<file path="config.mk">
export PLATFORM = sky130hd
export DESIGN_NAME = input_debounce
export DESIGN_NICKNAME = d
export VERILOG_FILES = /design/src/rtl/input_cond_pkg.sv /design/src/rtl/sync_chain.sv /design/src/rtl/input_debounce.sv
export SDC_FILE = /design/constraint.sdc
export NUM_CORES = 1
export LEC_CHECK = 0
export BUFFER_PORTS_ARGS = -buffer_cell sky130_fd_sc_hd__buf_4
export CORE_MARGIN = 2
export CORE_UTILIZATION = 59
export DETAILED_ROUTE_END_ITERATION = 8
export GPL_TIMING_DRIVEN = 0
export PLACE_DENSITY = 0.93
export REMOVE_ABC_BUFFERS = 1
export SYNTH_ARGS = -nofsm -noshare
export SYNTH_HDL_FRONTEND = slang
export SYNTH_SLANG_ARGS = --single-unit
</file>
<file path="constraint.sdc">
create_clock -name clk -period 3.21 [get_ports clk]
set_clock_uncertainty 0.05 [all_clocks]
set_input_delay 0.321 -clock clk [delete_from_list [all_inputs] [get_ports clk]]
set_output_delay 0.321 -clock clk [all_outputs]
set_load 0.03 [all_outputs]
</file>
<file path="src/rtl/input_cond_pkg.sv">
// -----------------------------------------------------------------------------
// input_cond_pkg
// Shared definitions for the pad input-conditioning blocks: the debounce state
// encoding, default parameter values and the counter-width helper.
// -----------------------------------------------------------------------------
package input_cond_pkg;

    localparam int SYNC_STAGES_DEF     = 2;
    localparam int DEBOUNCE_CYCLES_DEF = 4;
    localparam int GLITCH_W_DEF        = 8;

    // state      | meaning
    // STABLE_LO  | accepted level is 0, synchronised input agrees
    // CHK_HI     | accepted level is 0, counting consecutive 1 samples
    // STABLE_HI  | accepted level is 1, synchronised input agrees
    // CHK_LO     | accepted level is 1, counting consecutive 0 samples
    //
    // Bit 1 of the encoding is the accepted level, so the state register
    // doubles as the registered clean output.
    typedef enum logic [1:0] {
        STABLE_LO = 2'b00,
        CHK_HI    = 2'b01,
        STABLE_HI = 2'b11,
        CHK_LO    = 2'b10
    } deb_state_t;

    function automatic int cnt_width(input int debounce_cycles);
        return $clog2(debounce_cycles + 1);
    endfunction

endpackage

</file>
<file path="src/rtl/sync_chain.sv">
// -----------------------------------------------------------------------------
// sync_chain
// Plain multi-flop synchroniser for an asynchronous pad input. No logic sits
// between the flops so the chain can be constrained as a synchroniser.
//
// Ports:
//   clk    in   sampling clock
//   reset  in   synchronous reset, active-high; clears every flop
//   d      in   asynchronous input
//   q      out  input delayed through SYNC_STAGES flops
// -----------------------------------------------------------------------------
module sync_chain #(
    parameter int SYNC_STAGES = 2
) (
    input  logic clk,
    input  logic reset,
    input  logic d,
    output logic q
);

    logic [SYNC_STAGES-1:0] r_sync;

    always_ff @(posedge clk) begin
        if (reset) begin
            r_sync <= '0;
        end else begin
            r_sync <= {r_sync[SYNC_STAGES-2:0], d};
        end
    end

    assign q = r_sync[SYNC_STAGES-1];

endmodule

</file>
<file path="src/rtl/input_debounce.sv">
// -----------------------------------------------------------------------------
// input_debounce
// Synchronises and debounces the raw pad input feeding the history-FSM core.
// A new level is accepted only after DEBOUNCE_CYCLES consecutive agreeing
// synchronised samples; an aborted check is counted as a glitch.
//
// Ports:
//   clk           in   sole clock
//   reset         in   synchronous reset, active-high
//   a_raw         in   unsynchronised pad input
//   a_clean       out  debounced level (registered)
//   a_rise        out  one-cycle pulse coincident with a_clean 0->1
//   a_fall        out  one-cycle pulse coincident with a_clean 1->0
//   glitch_count  out  rejected transitions, saturating
//
// state      | meaning
// STABLE_LO  | level 0 accepted, input agrees
// CHK_HI     | level 0 accepted, qualifying a rising input
// STABLE_HI  | level 1 accepted, input agrees
// CHK_LO     | level 1 accepted, qualifying a falling input
// -----------------------------------------------------------------------------
module input_debounce
    import input_cond_pkg::*;
#(
    parameter int SYNC_STAGES     = SYNC_STAGES_DEF,
    parameter int DEBOUNCE_CYCLES = DEBOUNCE_CYCLES_DEF,
    parameter int GLITCH_W        = GLITCH_W_DEF
) (
    input  logic                clk,
    input  logic                reset,
    input  logic                a_raw,
    output logic                a_clean,
    output logic                a_rise,
    output logic                a_fall,
    output logic [GLITCH_W-1:0] glitch_count
);

    localparam int                 CNT_W      = cnt_width(DEBOUNCE_CYCLES);
    // The counter holds the number of agreeing samples seen so far, so the
    // check completes when the stored count already equals DEBOUNCE_CYCLES-1.
    localparam logic [CNT_W-1:0]   CNT_LAST   = CNT_W'(DEBOUNCE_CYCLES - 1);
    localparam logic [CNT_W-1:0]   CNT_ONE    = CNT_W'(1);
    localparam logic [GLITCH_W-1:0] GLITCH_MAX = '1;

    logic                w_s;
    deb_state_t          r_state;
    deb_state_t          w_state_nxt;
    logic [CNT_W-1:0]    r_cnt;
    logic [CNT_W-1:0]    w_cnt_nxt;
    logic                w_glitch;
    logic                r_rise;
    logic                r_fall;
    logic [GLITCH_W-1:0] r_glitch;

    sync_chain #(
        .SYNC_STAGES (SYNC_STAGES)
    ) u_sync (
        .clk   (clk),
        .reset (reset),
        .d     (a_raw),
        .q     (w_s)
    );

    always_comb begin
        w_state_nxt = r_state;
        w_cnt_nxt   = r_cnt;
        w_glitch    = 1'b0;
        unique case (r_state)
            STABLE_LO: begin
                if (w_s) begin
                    if (DEBOUNCE_CYCLES == 1) begin
                        w_state_nxt = STABLE_HI;
                    end else begin
                        w_state_nxt = CHK_HI;
                        w_cnt_nxt   = CNT_ONE;
                    end
                end
            end
            CHK_HI: begin
                if (!w_s) begin
                    w_state_nxt = STABLE_LO;
                    w_cnt_nxt   = '0;
                    w_glitch    = 1'b1;
                end else if (r_cnt == CNT_LAST) begin
                    w_state_nxt = STABLE_HI;
                    w_cnt_nxt   = '0;
                end else begin
                    w_cnt_nxt   = r_cnt + CNT_ONE;
                end
            end
            STABLE_HI: begin
                if (!w_s) begin
                    if (DEBOUNCE_CYCLES == 1) begin
                        w_state_nxt = STABLE_LO;
                    end else begin
                        w_state_nxt = CHK_LO;
                        w_cnt_nxt   = CNT_ONE;
                    end
                end
            end
            CHK_LO: begin
                if (w_s) begin
                    w_state_nxt = STABLE_HI;
                    w_cnt_nxt   = '0;
                    w_glitch    = 1'b1;
                end else if (r_cnt == CNT_LAST) begin
                    w_state_nxt = STABLE_LO;
                    w_cnt_nxt   = '0;
                end else begin
                    w_cnt_nxt   = r_cnt + CNT_ONE;
                end
            end
            default: begin
                w_state_nxt = STABLE_LO;
                w_cnt_nxt   = '0;
            end
        endcase
    end

    always_ff @(posedge clk) begin
        if (reset) begin
            r_state  <= STABLE_LO;
            r_cnt    <= '0;
            r_rise   <= 1'b0;
            r_fall   <= 1'b0;
            r_glitch <= '0;
        end else begin
            r_state  <= w_state_nxt;
            r_cnt    <= w_cnt_nxt;
            // Pulses follow the accepted level, so an aborted check (which
            // returns to the stable state it left) never produces one.
            r_rise   <= w_state_nxt[1] & ~r_state[1];
            r_fall   <= ~w_state_nxt[1] & r_state[1];
            if (w_glitch && (r_glitch != GLITCH_MAX)) begin
                r_glitch <= r_glitch + 1'b1;
            end
        end
    end

    assign a_clean      = r_state[1];
    assign a_rise       = r_rise;
    assign a_fall       = r_fall;
    assign glitch_count = r_glitch;

endmodule

</file>
==> metrics <==
status=complete, no violations; xor/xnor share of the synthesized area=0%; fill count=119; Max-slew headroom=between 60 and 70%; CTS tree=built; Synth Register Bits=17; most frequent cell after synthesis=dfxtp_1; Via density=between 6 and 7; Final Total Pwr=around 430 uW; routability congestion estimate=0.850; CTS Buffer Depth=2; antenna-violating nets left=0; Critical Path RT=around 3.4 ns; Mapped Cells=roughly 100; largest family of logic cells by synthesized area=simple AND/OR/NAND/NOR gates; startpoint types=flop; WL final=2.07 mm; final clock period utilization by the worst path=a little over 60%; number of synthesized flops with an enable pin=0; final net count=130; antenna cells=0; Die Width=between 40 and 50 um; power density cells=~380 mW/mm^2; LEAKAGE=~0.46 nW; Unique masters post-synth=38; vias in the first global route=about 840; postcts setup bufs=0; DRC Markers=0; Starting DRT DRC Count=11; CTS root buffer=clkbuf_4; Mean Syn Cell Area=between 9 and 10 sq um; list of most frequent post-synthesis cells=dfxtp_1, ha_1, a21oi_1, nand2_1; Worst Tran Pin Value=0.466 ns; GRT Total Usage=a little under a quarter; crit path kind=flop to flop; # IOs=14; Core Area=around 0.0015 sq mm; NetSw=between 100 and 150 uW; Area after DPL=~0.0011 sq mm; RSZ-0062 raised after global routing=no; # hold bufs at CTS=0; logic gate share of total power=between 10% and 20%; Flop pwr share=a little over half; initial antenna violation count=0; Post-Synth Adder-Cell Area=10.0%; Sink Count=17; Seq/Total Area, Yosys=34.0%; Starting Density=approximately 65%; critical-path maximum fanout=8; FP Rows=14; TritonCTS Buffers=3; sw frac=between 30% and 40%; cell area after layout=between 0.001 and 0.0015 sq mm; Slew Limit Fails=0; worst hold slack=0.176 ns; final setup TNS=0 ns; Clk Latency, worst-skew pair=0.30 ns; Synth Warn #=0; Vias=around 840; DR WL/cell=~15 um; Cell Area, Synth=between 0.001 and 0.0015 sq mm; worst min path class=input port to flop; layout cells sized above 1=25.4%; CTS resizes=0; Final min period=roughly 2 ns; CTS H-tree depth=1; post-synth top area cell=dfxtp_1; Fin. Hold Viols=0; count of final setup violators=0; CP endpoint kind=flop; Peak VDD IR=0.300 mV; Area Overhead vs Synth=11.9%; dpl hpwl=about 1.5 mm; first-pass GRT wire length=around 3.6 mm; ranking of synthesized cells by area=dfxtp_1, ha_1, mux2_4; cell-internal power=300 uW; largest net degree at the start of global routing=19; ys flop type=dfxtp_1; drt pass-1 iters=4; ys async rst share=0%; Synth Area in Simple Gates=around 22%; complex-gate fraction of the synthesized area=between 10% and 20%; die area=0.00204 sq mm; CP arrival=2.10 ns; clock share of power=between 20% and 30%; Worst-path clk slew=0.10 ns; f_max=approximately 510 MHz; Max Cap Viol=0; mux contribution to synthesized area=between 10% and 20%; Die Y=~45 um; GRT overflow=0; port bufs=13; Yosys top cell area share=34.0%
-- cells by family after synthesis --
kind of cell,count (synthesis)
adders and majority gates,8
buffers and inverters,8
DFF,17
AOI/OAI and AO/OA,25
and+or+nand+nor,37
muxes,9
-- power groups by stage --
stage / clock network (mW) / logic (mW) / registers (mW)
after floorplan: 0 / 0.0544 / 0.238
after global placement: 0 / 0.0781 / 0.233
after detailed placement: 0 / 0.0817 / 0.234
after CTS: 0.122 / 0.0828 / 0.229
after global routing: 0.128 / 0.0913 / 0.231
final: 0.117 / 0.0833 / 0.230
-- per-stage QoR --
step | utilization [%] | setup slack [ns] | std cells
2_1_floorplan | - | 1.25 | 101
3_3_place_gp | 70.9 | 1.38 | 130
3_5_place_dp | 70.9 | 1.31 | 130
4_1_cts | 72.6 | 1.27 | 134
5_1_grt | 72.6 | 1.17 | 134
6_report | 72.6 | 1.25 | 134
-- cell usage in the layout (no fill, tap or decap), drive strengths merged --
cell type and n:
inv 5, and2b 1, buf 13, and3 2, dfxtp 17, a31oi 5
clkinv 1, a31o 1, mux2i 4, nand4 2, nand2 7, and2 3
nor2 3, nand3b 1, and4 2, nand3 3, a21oi 8, a21o 1
nor2b 5, mux2 5, a311oi 3, a211oi 3, nor3 3, o311ai 1
nor3b 2, nand4b 1, and3b 1, nand2b 1, o21ai 1, clkbuf 3
a2111oi 1, ha 8, o21a 1
-- final timing paths --
kind | startpoint | end | slack [ns] | cells after the start
max | r_state[1]$_SDFF_PP0_ | glitch_count[5]$_SDFFE_PP0P_ | 1.25 | 5
min | a_raw | u_sync.r_sync[0]$_SDFF_PP0_ | 0.18 | 2
max reg2reg | r_state[1]$_SDFF_PP0_ | glitch_count[5]$_SDFFE_PP0P_ | 1.25 | 5
min reg2reg | u_sync.r_sync[0]$_SDFF_PP0_ | u_sync.r_sync[1]$_SDFF_PP0_ | 0.41 | 1
-- critical path, stage by stage, from the launching register on --
cell and delay, ns:
dfxtp_1 0.53, inv_1 0.20, ha_1 0.32, mux2_4 0.34, nand4_2 0.11, mux2_4 0.30
-- flip-flops by register name, indices dropped and copies added (netlist names) --
name and cells:
r_cnt 3, a_rise 1, a_fall 1, r_state 2, u_sync.r_sync 2, glitch_count 8
-- per-layer routing --
metal	track usage, %	vias to the layer above	share of wire [%]
li1	-	417	-
met1	27.4	388	45
met2	40.0	24	48
met3	2.40	8	3.9
met4	17.6	0	3.1
met5	0	-	0
-- cell type report --
type	instances	area [sq um]	share of cell area (%)
sequential	17	340	30.4
clock buffer	3	22.5	2.01
tap	16	20.0	1.79
inverter	5	18.8	1.68
clock inverter	1	5.00	0.447
timing repair buffer	13	97.6	8.72
multi-input combinational	79	616	55.0
Power figures use the tool's default switching activity.
